### config.mk
export PLATFORM = sky130hd
export DESIGN_NAME = reg_dump_streamer_flat
export DESIGN_NICKNAME = d
export VERILOG_FILES = /design/src/rtl/reg_dump_streamer_if.sv /design/src/rtl/reg_dump_streamer.sv /design/src/flat_wrapper.sv
export SDC_FILE = /design/constraint.sdc
export NUM_CORES = 1
export LEC_CHECK = 0
export CAP_MARGIN = 20
export CELL_PAD_IN_SITES_DETAIL_PLACEMENT = 1
export CELL_PAD_IN_SITES_GLOBAL_PLACEMENT = 1
export CORE_ASPECT_RATIO = 0.8
export CORE_UTILIZATION = 43
export CTS_BUF_LIST = sky130_fd_sc_hd__clkbuf_2
export DETAILED_ROUTE_END_ITERATION = 7
export HOLD_SLACK_MARGIN = 0.1
export PLACE_DENSITY_LB_ADDON = 0.2
export SYNTH_ARGS = -nofsm -noshare
export SYNTH_HDL_FRONTEND = slang
export SYNTH_SLANG_ARGS = --single-unit
### constraint.sdc
create_clock -name clk_i -period 5.45 [get_ports clk_i]
set_clock_uncertainty 0.1 [all_clocks]
set_input_delay 0.545 -clock clk_i [delete_from_list [all_inputs] [get_ports clk_i]]
set_output_delay 0.545 -clock clk_i [all_outputs]
set_load 0.1 [all_outputs]
### src/rtl/reg_dump_streamer_if.sv
// Byte-stream link from the register dump streamer to a UART TX or host link.
// A byte moves on a clock edge where tx_valid and tx_ready are both high.
interface reg_dump_streamer_if;
  logic [7:0] tx_data;
  logic       tx_valid;
  logic       tx_ready;

  modport master (
    output tx_data,
    output tx_valid,
    input  tx_ready
  );

  modport slave (
    input  tx_data,
    input  tx_valid,
    output tx_ready
  );
endinterface

### src/rtl/reg_dump_streamer.sv
// On a halt rising edge, snapshots the cycle counter and streams a framed, checksummed dump
// of registers FirstReg..LastReg as bytes over a valid/ready link.
module reg_dump_streamer #(
  parameter int unsigned FirstReg = 1,
  parameter int unsigned LastReg  = 31,
  parameter logic [7:0]  Header   = 8'hA5,
  parameter logic [7:0]  Trailer  = 8'h5A
) (
  input  logic                       clk_i,
  input  logic                       rst_ni,
  input  logic                       halt_i,
  input  logic [31:0]                cycle_count_i,
  output logic [4:0]                 rf_raddr_o,
  input  logic [31:0]                rf_rdata_i,
  reg_dump_streamer_if.master        tx_if,
  output logic                       busy_o,
  output logic                       done_o
);

  localparam logic [4:0] FirstIdx = 5'(FirstReg);
  localparam logic [4:0] LastIdx  = 5'(LastReg);

  typedef enum logic [2:0] {
    StIdle, StHdr, StCyc, StLoad, StIdx, StData, StSum, StTrl
  } state_e;

  state_e      state_q;
  logic [1:0]  beat_q;
  logic [31:0] shift_q;
  logic [7:0]  sum_q;
  logic [4:0]  cur_q;
  logic [4:0]  raddr_q;
  logic [7:0]  data_q;
  logic        valid_q;
  logic        busy_q;
  logic        done_q;
  logic        halt_q;
  logic        xfer;

  assign xfer            = valid_q & tx_if.tx_ready;
  assign tx_if.tx_data   = data_q;
  assign tx_if.tx_valid  = valid_q;
  assign rf_raddr_o      = raddr_q;
  assign busy_o          = busy_q;
  assign done_o          = done_q;

  always_ff @(posedge clk_i or negedge rst_ni) begin
    if (!rst_ni) begin
      state_q <= StIdle;
      beat_q  <= 2'd0;
      shift_q <= 32'd0;
      sum_q   <= 8'd0;
      cur_q   <= FirstIdx;
      raddr_q <= FirstIdx;
      data_q  <= 8'd0;
      valid_q <= 1'b0;
      busy_q  <= 1'b0;
      done_q  <= 1'b0;
      halt_q  <= 1'b0;
    end else begin
      halt_q <= halt_i;
      done_q <= 1'b0;
      case (state_q)
        StIdle: begin
          // Edges arriving mid-frame are dropped: halt_q tracks halt_i all the time.
          if (halt_i && !halt_q) begin
            shift_q <= cycle_count_i;
            raddr_q <= FirstIdx;
            sum_q   <= 8'd0;
            data_q  <= Header;
            valid_q <= 1'b1;
            busy_q  <= 1'b1;
            state_q <= StHdr;
          end
        end
        StHdr, StIdx: begin
          if (xfer) begin
            sum_q   <= sum_q + data_q;
            data_q  <= shift_q[7:0];
            shift_q <= shift_q >> 8;
            beat_q  <= 2'd0;
            state_q <= (state_q == StHdr) ? StCyc : StData;
          end
        end
        StCyc: begin
          if (xfer) begin
            sum_q <= sum_q + data_q;
            if (beat_q == 2'd3) begin
              valid_q <= 1'b0;
              state_q <= StLoad;
            end else begin
              data_q  <= shift_q[7:0];
              shift_q <= shift_q >> 8;
              beat_q  <= beat_q + 2'd1;
            end
          end
        end
        StLoad: begin
          // raddr_q has been stable for a cycle, so rf_rdata_i is valid here.
          shift_q <= rf_rdata_i;
          cur_q   <= raddr_q;
          data_q  <= {3'b000, raddr_q};
          valid_q <= 1'b1;
          if (raddr_q != LastIdx) raddr_q <= raddr_q + 5'd1;
          state_q <= StIdx;
        end
        StData: begin
          if (xfer) begin
            sum_q <= sum_q + data_q;
            if (beat_q == 2'd3) begin
              if (cur_q == LastIdx) begin
                data_q  <= sum_q + data_q;
                state_q <= StSum;
              end else begin
                valid_q <= 1'b0;
                state_q <= StLoad;
              end
            end else begin
              data_q  <= shift_q[7:0];
              shift_q <= shift_q >> 8;
              beat_q  <= beat_q + 2'd1;
            end
          end
        end
        StSum: begin
          if (xfer) begin
            data_q  <= Trailer;
            state_q <= StTrl;
          end
        end
        StTrl: begin
          if (xfer) begin
            data_q  <= 8'd0;
            valid_q <= 1'b0;
            busy_q  <= 1'b0;
            done_q  <= 1'b1;
            state_q <= StIdle;
          end
        end
        default: state_q <= StIdle;
      endcase
    end
  end

endmodule

### src/flat_wrapper.sv
// flat-port wrapper written by rule: the top's interface ports become plain ports
module reg_dump_streamer_flat 
#(
  parameter int unsigned FirstReg = 1,
  parameter int unsigned LastReg  = 31,
  parameter logic [7:0]  Header   = 8'hA5,
  parameter logic [7:0]  Trailer  = 8'h5A
)
  (clk_i, rst_ni, halt_i, cycle_count_i, rf_raddr_o, rf_rdata_i, busy_o, done_o, tx_if_tx_data, tx_if_tx_valid, tx_if_tx_ready);
  reg_dump_streamer_if tx_if_i ();
  input  logic clk_i;
  input  logic rst_ni;
  input  logic halt_i;
  input  logic [31:0] cycle_count_i;
  output logic [4:0] rf_raddr_o;
  input  logic [31:0] rf_rdata_i;
  output logic busy_o;
  output logic done_o;
  output wire logic [$bits(tx_if_i.tx_data)-1:0] tx_if_tx_data;
  output wire logic [$bits(tx_if_i.tx_valid)-1:0] tx_if_tx_valid;
  input wire logic [$bits(tx_if_i.tx_ready)-1:0] tx_if_tx_ready;
  assign tx_if_tx_data = tx_if_i.tx_data;
  assign tx_if_tx_valid = tx_if_i.tx_valid;
  assign tx_if_i.tx_ready = tx_if_tx_ready;
  reg_dump_streamer #(.FirstReg(FirstReg), .LastReg(LastReg), .Header(Header), .Trailer(Trailer)) u_core (.clk_i(clk_i), .rst_ni(rst_ni), .halt_i(halt_i), .cycle_count_i(cycle_count_i), .rf_raddr_o(rf_raddr_o), .rf_rdata_i(rf_rdata_i), .tx_if(tx_if_i), .busy_o(busy_o), .done_o(done_o));
endmodule
==> results.cfg, run 1 <==
[worst_setup_path]
required_ns = 4.81
critical-path-max-stage-delay_ns = 1.14
critPathBufInv = 1
crit_family = buffers and inverters
path_class = reg -> out
rr_worst_depth = 7
r2r_start = u_core.state_q[2]
reg2reg_to = u_core.shift_q[11]
cp.arrival_ns = 2.27
path_cells = clkdlybuf4s50_1
crit_fanout = 5
startpoint_type = flop
end_kind = primary output
reg2reg_slack_ns = 2.57
crit_slowest_cell = clkdlybuf4s50_1

[power_and_ir_drop]
pwr-share-comb = 0.085
power_mw = 0.811
peakVddDrop_mv = 0.134
p_int_mw = 0.605
powerDensity_mw_per_mm2 = 167
switchingPower_mw = 0.207
power_frac_clock = 0.298
pwr-share-seq = 0.617
switching_share = 0.255
leakagePower_nw = 2.11

[logic_synthesis]
synth-seq-area-share = 0.431
postSynthAreaPerCell_sq_um = 9.14
synth_top_family_by_area = compound AO/OA/AOI/OAI gates
ys_ff_latch = 67
yosys.area_share.simple = 0.165
synth.area.mux_share = 0.00932
yosys.area_share.adder = 0.0501
synthCells = 426
yosys_warnings = 0
synth_compound_area_frac = 0.298
async_flop_share = 1.00
netlist_area_sq_mm = 0.00389
synth_edf_count = 0
synth.net_count = 509
synth_xor_area_frac = 0.00675
synth_ff_type = dfrtp_1
synthDistinctLibCells = 60

[finish]
nets = 582
diodes = 0
drive_above_1_share = 0.0734
final_common_cell = clkdlybuf4s50_1
final_cell_mix = 82 x clkdlybuf4s50_1, 72 x nand2_1, 65 x dfrtp_1
syn_to_final_growth_pct = 24.8
post-route-util = 0.563
final_cell_count_no_fill = 616
final_area_sq_mm = 0.00486

[clock_network]
cts_root_buf = clkbuf_2
clock_latency_ns = 0.54
cts_tree = done
cts_buffers = 9
cts_sinks = 67
clock_path_buffers = 2
path_clk_slew_ns = 0.17
htree_levels = 3
ctsResizeCount = 0

[sta]
tightestPinTransition_ns = 0.994
period_needed_ns = 2.92
finalSetupViolCount = 0
drv_slew = 0
rsz0062_at_grt = false
setup-tns-final_ns = 0
hold_violations = 0
fin_crit_sh = 0.535
fin_hold_ws_ns = 0.351
timing.final.ws_setup_ns = 2.53
fmax_ghz = 0.343
slew_headroom = 0.335

[routing]
drt-pass1-iter-count = 4
drtIter0Drc = 137
via_per_inst = 5.88
drc = 0
wl_per_cell_um = 19.0
wl_mm = 11.7
via_count = 3619
ant_nets = 0

[grt]
antenna_found_initial = 0
grt_start_max_net_pins = 68
gr-total-overflow = 0
grt_pass1_wl_mm = 19.0
first_global_vias = 3752
grt_usage = 0.268

[floorplanning]
initial_core_util = 0.451
core_area_sq_mm = 0.00863
rows = 30
num_io_pins = 84
die_w_um = 108
die_area_sq_mm = 0.00944
die_h_um = 87.1

[min_path]
min-delay-start = halt_i
min_to = u_core.halt_q
hold_path.class = in -> reg
whs_path_depth = 1

[place]
place_ws_ns = 2.61
hpwl_mm = 8.64
place_congestion = 0.855
dp.cells = 599
placed_cell_area_sq_mm = 0.00477
port_buffers = 83

[run]
cap_violations = 0

[run_status]
status = finished, final reports clean
Yosys cell counts, drive strengths merged (2+ instances only):
master / n / area share
buf: 12 / 0.020
nand2: 73 / 0.071
o31ai: 4 / 0.0077
nor2b: 4 / 0.0071
inv: 4 / 0.0039
nor2: 20 / 0.019
a221oi: 5 / 0.013
o211ai: 2 / 0.0051
dfstp: 2 / 0.013
nand3b: 2 / 0.0039
a222oi: 3 / 0.0077
xnor2: 2 / 0.0045
a21o: 12 / 0.023
nand2b: 6 / 0.012
a2111oi: 2 / 0.014
a211oi: 5 / 0.0096
a31oi: 7 / 0.011
clkbuf: 15 / 0.015
and2: 2 / 0.0032
dfrtp: 65 / 0.42
ha: 14 / 0.045
a21oi: 45 / 0.059
a21boi: 2 / 0.0039
nand3: 13 / 0.017
and3: 4 / 0.0064
o21ai: 41 / 0.053
nor3: 7 / 0.0090
mux2: 2 / 0.0067
a22o: 32 / 0.072
power groups by stage:
stage	registers [mW]	logic [mW]	clock network [mW]
2_1_floorplan	0.514	0.00163	0
3_3_place_gp	0.509	0.0686	0
3_5_place_dp	0.509	0.0693	0
4_1_cts	0.501	0.0701	0.254
5_1_grt	0.501	0.0742	0.271
6_report	0.500	0.0689	0.242
kinds of logic after synthesis:
logic type      Yosys count
buf+inv                  31
flops                    67
mux                       3
simple gates            140
fa+ha+maj                15
compound gates          167
xor+xnor                  3
worst reg2reg max path, stage by stage, from the launching register on:
cell     delay (ns)
dfrtp_1        0.87
or2b_1         0.29
nand2_1        0.09
buf_4          0.23
nor2_1         0.60
buf_4          0.34
a21oi_1        0.10
o21ai_0        0.19
layer usage:
metal	wire length, um	global-route usage	vias up
li1	-	-	1708
met1	5410	0.348	1796
met2	5550	0.441	100
met3	648	0.0658	15
met4	130	0.0835	0
met5	0	0	-
flip-flops by register name, summed over array words and instances, names as in the netlist, 2 cells and up:
name / cells
u_core.beat_q: 2
u_core.cur_q: 5
u_core.rf_raddr_o: 5
u_core.shift_q: 32
u_core.state_q: 3
u_core.sum_q: 8
u_core.tx_if.tx_data: 8
worst max-delay path by stage:
stage	to	cells past startpoint	from
6_report	rf_raddr_o[0]	1	u_core.rf_raddr_o[0]
5_1_grt	u_core.shift_q[11]	9	u_core.state_q[0]
3_5_place_dp	u_core.shift_q[11]	9	u_core.state_q[0]
4_1_cts	rf_raddr_o[1]	1	u_core.rf_raddr_o[1]
2_1_floorplan	u_core.sum_q[7]	6	u_core.tx_if.tx_data[3]
3_3_place_gp	u_core.tx_if.tx_data[5]	6	tx_if_tx_ready
layout make-up:
type                       instances  area, sq um
sequential                        67         1680
multi-input combinational        328         2070
timing repair buffer              89          873
fill                            1030         3770
clock inverter                     4         17.5
tap                              112          140
clock buffer                      12         60.1
inverter                           4         15.0
timing repair:
item	4_1_cts	5_1_grt
setup buffers	0	0
endpoints found under the hold margin	50	0
hold buffers	1	0
Power figures use the tool's default switching activity.
==> run 2: changes to the inputs <==
--- a/config.mk
+++ b/config.mk
@@ -9,7 +9,7 @@
 export CELL_PAD_IN_SITES_DETAIL_PLACEMENT = 1
 export CELL_PAD_IN_SITES_GLOBAL_PLACEMENT = 1
 export CORE_ASPECT_RATIO = 0.8
-export CORE_UTILIZATION = 43
+export CORE_UTILIZATION = 40
 export CTS_BUF_LIST = sky130_fd_sc_hd__clkbuf_2
 export DETAILED_ROUTE_END_ITERATION = 7
 export HOLD_SLACK_MARGIN = 0.1
==> constraint.sdc (replaced) <==
create_clock -name clk_i -period 3 [get_ports clk_i]
set_clock_uncertainty 0.1 [all_clocks]
set_input_delay 0.3 -clock clk_i [delete_from_list [all_inputs] [get_ports clk_i]]
set_output_delay 0.3 -clock clk_i [all_outputs]
set_load 0.1 [all_outputs]
==> run 2 against run 1 <==
  * The flow now finishes with violations (DRC)
  * Non-clock buffer count rose by 7
  * Largest power group unchanged
  * Utilization shrank 2.7 points
  * Global-route usage shrank 2.7 points
==> results.cfg, run 2 (same netlist as run 1, synthesis figures left out) <==
[run_status]
status = finished, violations left
violations = DRC

[sta]
fin_hold_ws_ns = 0.178
drv_slew = 0
period_needed_ns = 2.71
setup-tns-final_ns = 0
rsz0062_at_grt = false
tightestPinTransition_ns = 0.758
slew_headroom = 0.491
fmax_ghz = 0.370
hold_violations = 0
fin_crit_sh = 0.902
finalSetupViolCount = 0
timing.final.ws_setup_ns = 0.294

[routing]
ant_nets = 0
drtIter0Drc = 226
wl_mm = 12.0
drc = 3
wl_per_cell_um = 19.1
drt-pass1-iter-count = 6
via_count = 3693
via_per_inst = 5.89

[grt]
antenna_found_initial = 0
grt_usage = 0.241
grt_start_max_net_pins = 43
first_global_vias = 3785
grt_pass1_wl_mm = 19.1
gr-total-overflow = 0

[worst_setup_path]
r2r_start = u_core.state_q[0]
reg2reg_slack_ns = 0.29
path_class = reg -> reg
reg2reg_to = u_core.shift_q[1]
end_kind = flop
crit_slowest_cell = dfrtp_1
cp.arrival_ns = 3.02
crit_fanout = 42
path_cells = inv_1 -> ha_1 -> nor2b_2 -> nor3_1 -> o211ai_4 -> buf_4 -> o21ai_0
required_ns = 3.32
critPathBufInv = 2
rr_worst_depth = 7
crit_family = compound AO/OA/AOI/OAI gates
critical-path-max-stage-delay_ns = 0.46
startpoint_type = flop

[place]
hpwl_mm = 8.73
place_ws_ns = 0.255
port_buffers = 83
place_congestion = 0.879
placed_cell_area_sq_mm = 0.00478
dp.cells = 608

[power_and_ir_drop]
switching_share = 0.243
powerDensity_mw_per_mm2 = 337
pwr-share-seq = 0.546
p_int_mw = 1.26
power_mw = 1.67
power_frac_clock = 0.376
switchingPower_mw = 0.406
peakVddDrop_mv = 0.187
pwr-share-comb = 0.078
leakagePower_nw = 2.19

[clock_network]
clock_latency_ns = 0.54
cts_tree = done
clock_path_buffers = 2
htree_levels = 3
post_cts_buffers = 0
cts_root_buf = clkbuf_2
ctsResizeCount = 0
path_clk_slew_ns = 0.21
cts_buffers = 9
cts_sinks = 67

[finish]
diodes = 0
final_area_sq_mm = 0.00495
nFillCells = 1096
seq_area_sq_mm = 0.00168
nets = 590
multi_input_area_sq_mm = 0.00209
regMostFlops = u_core.shift_q
final_cell_mix = 72 x nand2_1, 66 x clkdlybuf4s50_1, 65 x dfrtp_1
final_cell_count_no_fill = 627
largest_reg_flops = 32
post-route-util = 0.536
syn_to_final_growth_pct = 27.2
final_common_cell = nand2_1
drive_above_1_share = 0.119

[floorplanning]
initial_core_util = 0.422
die_area_sq_mm = 0.0101
die_w_um = 112
die_h_um = 90.2
core_area_sq_mm = 0.00923
num_io_pins = 84
rows = 31

[min_path]
hold_path.class = in -> async

[run]
cap_violations = 0
run 2: cell types whose count changed in the layout (fill, tap and decap cells not counted):
cell / previous run / this run
clkbuf_2: 12 / 9
bufinv_16: 0 / 2
dlygate4sd3_1: 1 / 2
clkinvlp_4: 0 / 2
buf_4: 5 / 27
clkinv_4: 0 / 1
clkinv_2: 2 / 1
o211ai_2: 0 / 1
clkdlybuf4s50_1: 82 / 66
clkinv_1: 2 / 1
run 2: worst max-delay path by stage:
stage,slack [ns],from,cells after the start,endpoint
floorplan,0.27,u_core.tx_if.tx_data[3],6,u_core.sum_q[7]
global placement,0.42,u_core.state_q[0],7,u_core.shift_q[14]
detailed placement,0.25,u_core.state_q[0],7,u_core.shift_q[3]
CTS,0.21,u_core.state_q[0],7,u_core.shift_q[23]
global route,0.03,u_core.state_q[0],7,u_core.shift_q[23]
finish,0.29,u_core.state_q[0],7,u_core.shift_q[1]
run 2: metal layers:
layer,GRT usage,up-vias,part of all wire
met2,0.395,106,0.47
li1,-,1740,-
met5,0,-,0
met1,0.319,1835,0.47
met4,0.0489,0,0.0082
met3,0.0654,12,0.056
run 2: power groups by stage:
stage          sequential [mW]  combinational (mW)  clock [mW]
2_1_floorplan            0.935             0.00296           0
3_3_place_gp             0.926               0.127           0
3_5_place_dp             0.926               0.129           0
4_1_cts                  0.910               0.131       0.645
5_1_grt                  0.911               0.137       0.677
6_report                 0.910               0.129       0.627
run 2: area by class of cell:
class,instances,area share
Sequential cell,67,0.339
Tap cell,115,0.0291
Clock buffer,9,0.00910
Inverter,4,0.00303
Multi-Input combinational cell,329,0.422
Clock inverter,7,0.0187
Timing Repair Buffer,96,0.179
run 2: timing repair:
action | 4_1_cts | 5_1_grt
setup endpoints to repair | 0 | 20
hold buffers | 2 | 0
endpoints found under the hold margin | 25 | 0
==> run 3: changes to the inputs <==
--- a/config.mk
+++ b/config.mk
@@ -14,6 +14,8 @@
 export DETAILED_ROUTE_END_ITERATION = 7
 export HOLD_SLACK_MARGIN = 0.1
 export PLACE_DENSITY_LB_ADDON = 0.2
+export RECOVER_POWER = 25
+export REMOVE_ABC_BUFFERS = 1
 export SYNTH_ARGS = -nofsm -noshare
 export SYNTH_HDL_FRONTEND = slang
 export SYNTH_SLANG_ARGS = --single-unit
==> run 3 against run 2 <==
  * The flow finishes with violations (DRC, capacitance limit, slew limit)
  * Cell area fell by 1.2%
  * Critical path depth rose by 1
  * Flip-flop and latch count did not move
  * Setup slack improved by 0.16 ns
  * Power fell by 6.7%
  * Via count fell by 2.3%
  * Sequential share of layout area rose by 0.43 points
  * Final cell count fell by 0.48%
  * Global-route usage fell by 0.29 points
  * Maximum frequency rose by 6.3%
  * Count of clock-buffer cells in the layout rose by 3
  * Largest cell class unchanged
==> results.cfg, run 3 (same netlist as run 1, synthesis figures left out) <==
[sta]
timing.final.ws_setup_ns = 0.454
finalSetupViolCount = 0
tightestPinTransition_ns = 1.72
rsz0062_at_grt = false
fmax_ghz = 0.393
slew_headroom = -0.146
drv_slew = 68
fin_hold_ws_ns = 0.272
fin_crit_sh = 0.849
hold_violations = 0
period_needed_ns = 2.55
setup-tns-final_ns = 0

[floorplanning]
num_io_pins = 84
die_w_um = 112
initial_core_util = 0.422
rows = 31
die_area_sq_mm = 0.0101
die_h_um = 90.2
core_area_sq_mm = 0.00923

[place]
place_congestion = 0.800
port_buffers = 83
placed_cell_area_sq_mm = 0.00477
place_ws_ns = 0.485
hpwl_mm = 8.24

[routing]
drtIter0Drc = 230
drc = 3
via_count = 3607
wl_mm = 11.5
drt-pass1-iter-count = 6
ant_nets = 0
wl_per_cell_um = 18.4
via_per_inst = 5.78

[power_and_ir_drop]
leakagePower_nw = 2.17
peakVddDrop_mv = 0.256
powerDensity_mw_per_mm2 = 318

[grt]
grt_usage = 0.238
antenna_found_initial = 0
grt_start_max_net_pins = 68
grt_pass1_wl_mm = 18.7
first_global_vias = 3718
gr-total-overflow = 0

[finish]
drive_above_1_share = 0.110
final_area_sq_mm = 0.00489
final_common_cell = nand2_1
nets = 587
regMostFlops = u_core.shift_q
largest_reg_flops = 32
diodes = 0
final_cell_mix = 72 x nand2_1, 65 x clkdlybuf4s50_1, 65 x dfrtp_1
syn_to_final_growth_pct = 25.6

[worst_setup_path]
crit_slowest_cell = buf_4
cp.arrival_ns = 2.90
path_cells = inv_1 -> ha_1 -> nor2b_2 -> nor3_1 -> o211ai_4 -> buf_4 -> a21oi_1 -> a21o_1
startpoint_type = flop
critical-path-max-stage-delay_ns = 0.49
crit_family = buffers and inverters
path_class = reg -> reg
end_kind = flop
critPathBufInv = 2
crit_fanout = 64
required_ns = 3.35

[clock_network]
clock_path_buffers = 2
htree_levels = 3
cts_tree = done
cts_buffers = 9
path_clk_slew_ns = 0.18
clock_latency_ns = 0.53
cts_root_buf = clkbuf_2
ctsResizeCount = 0
cts_sinks = 67

[run]
cap_violations = 1

[min_path]
hold_path.class = in -> reg

[run_status]
status = finished, violations left
violations = DRC, capacitance limit, slew limit
run 3: worst register-to-register path: cells and delay by family, from the launching register on:
kind | cells | cell delay (ns)
compound gates | 3 | 0.47
flops | 1 | 0.45
fa+ha+maj | 1 | 0.39
buf+inv | 2 | 0.59
simple gates | 2 | 0.46
run 3: path summary, 6_finish.rpt:
kind                                   start  depth (start not counted)  slack (ns)                    to
setup / recovery           u_core.state_q[0]                          8        0.45    u_core.shift_q[25]
hold / removal             cycle_count_i[10]                          3        0.27    u_core.shift_q[10]
setup reg to reg           u_core.state_q[0]                          8        0.45    u_core.shift_q[25]
hold reg to reg              u_core.cur_q[0]                          2        0.39       u_core.cur_q[0]
max in group asynchronous             rst_ni                          3        1.07  u_core.rf_raddr_o[4]
min in group asynchronous             rst_ni                          3        0.70       u_core.sum_q[7]
run 3: layer usage:
metal	track usage	part of all wire
met4	0.0522	0.0072
met3	0.0512	0.037
met5	0	0
met1	0.312	0.47
met2	0.402	0.49
run 3: layout make-up:
cell class | instances | area [sq um]
Timing Repair Buffer | 94 | 871
Multi-Input combinational cell | 328 | 2080
Clock inverter | 4 | 41.3
Fill cell | 1093 | 4340
Clock buffer | 12 | 60.1
Tap cell | 115 | 144
Sequential cell | 67 | 1680
Inverter | 4 | 15.0
run 3: timing repair:
action	CTS	global route
setup buffers	0	0
hold buffers	2	0
hold endpoints to repair	66	0
run 3: per-stage QoR:
| stage | power [mW] | util | cells |
|---|---|---|---|
| detailed placement | 1.05 | 0.517 | 606 |
| floorplan | 0.938 | - | 399 |
| global placement | 1.05 | 0.517 | 606 |
| finish | 1.55 | 0.530 | 624 |
| CTS | 1.58 | 0.530 | 624 |
| global route | 1.62 | 0.530 | 624 |
run 3: power by group:
| group | switching, mW | total [mW] | internal, mW |
|---|---|---|---|
| combinational | 0.0452 | 0.125 | 0.0803 |
| sequential | 0.00341 | 0.910 | 0.906 |
| clock | 0.324 | 0.520 | 0.195 |
| total | 0.373 | 1.55 | 1.18 |
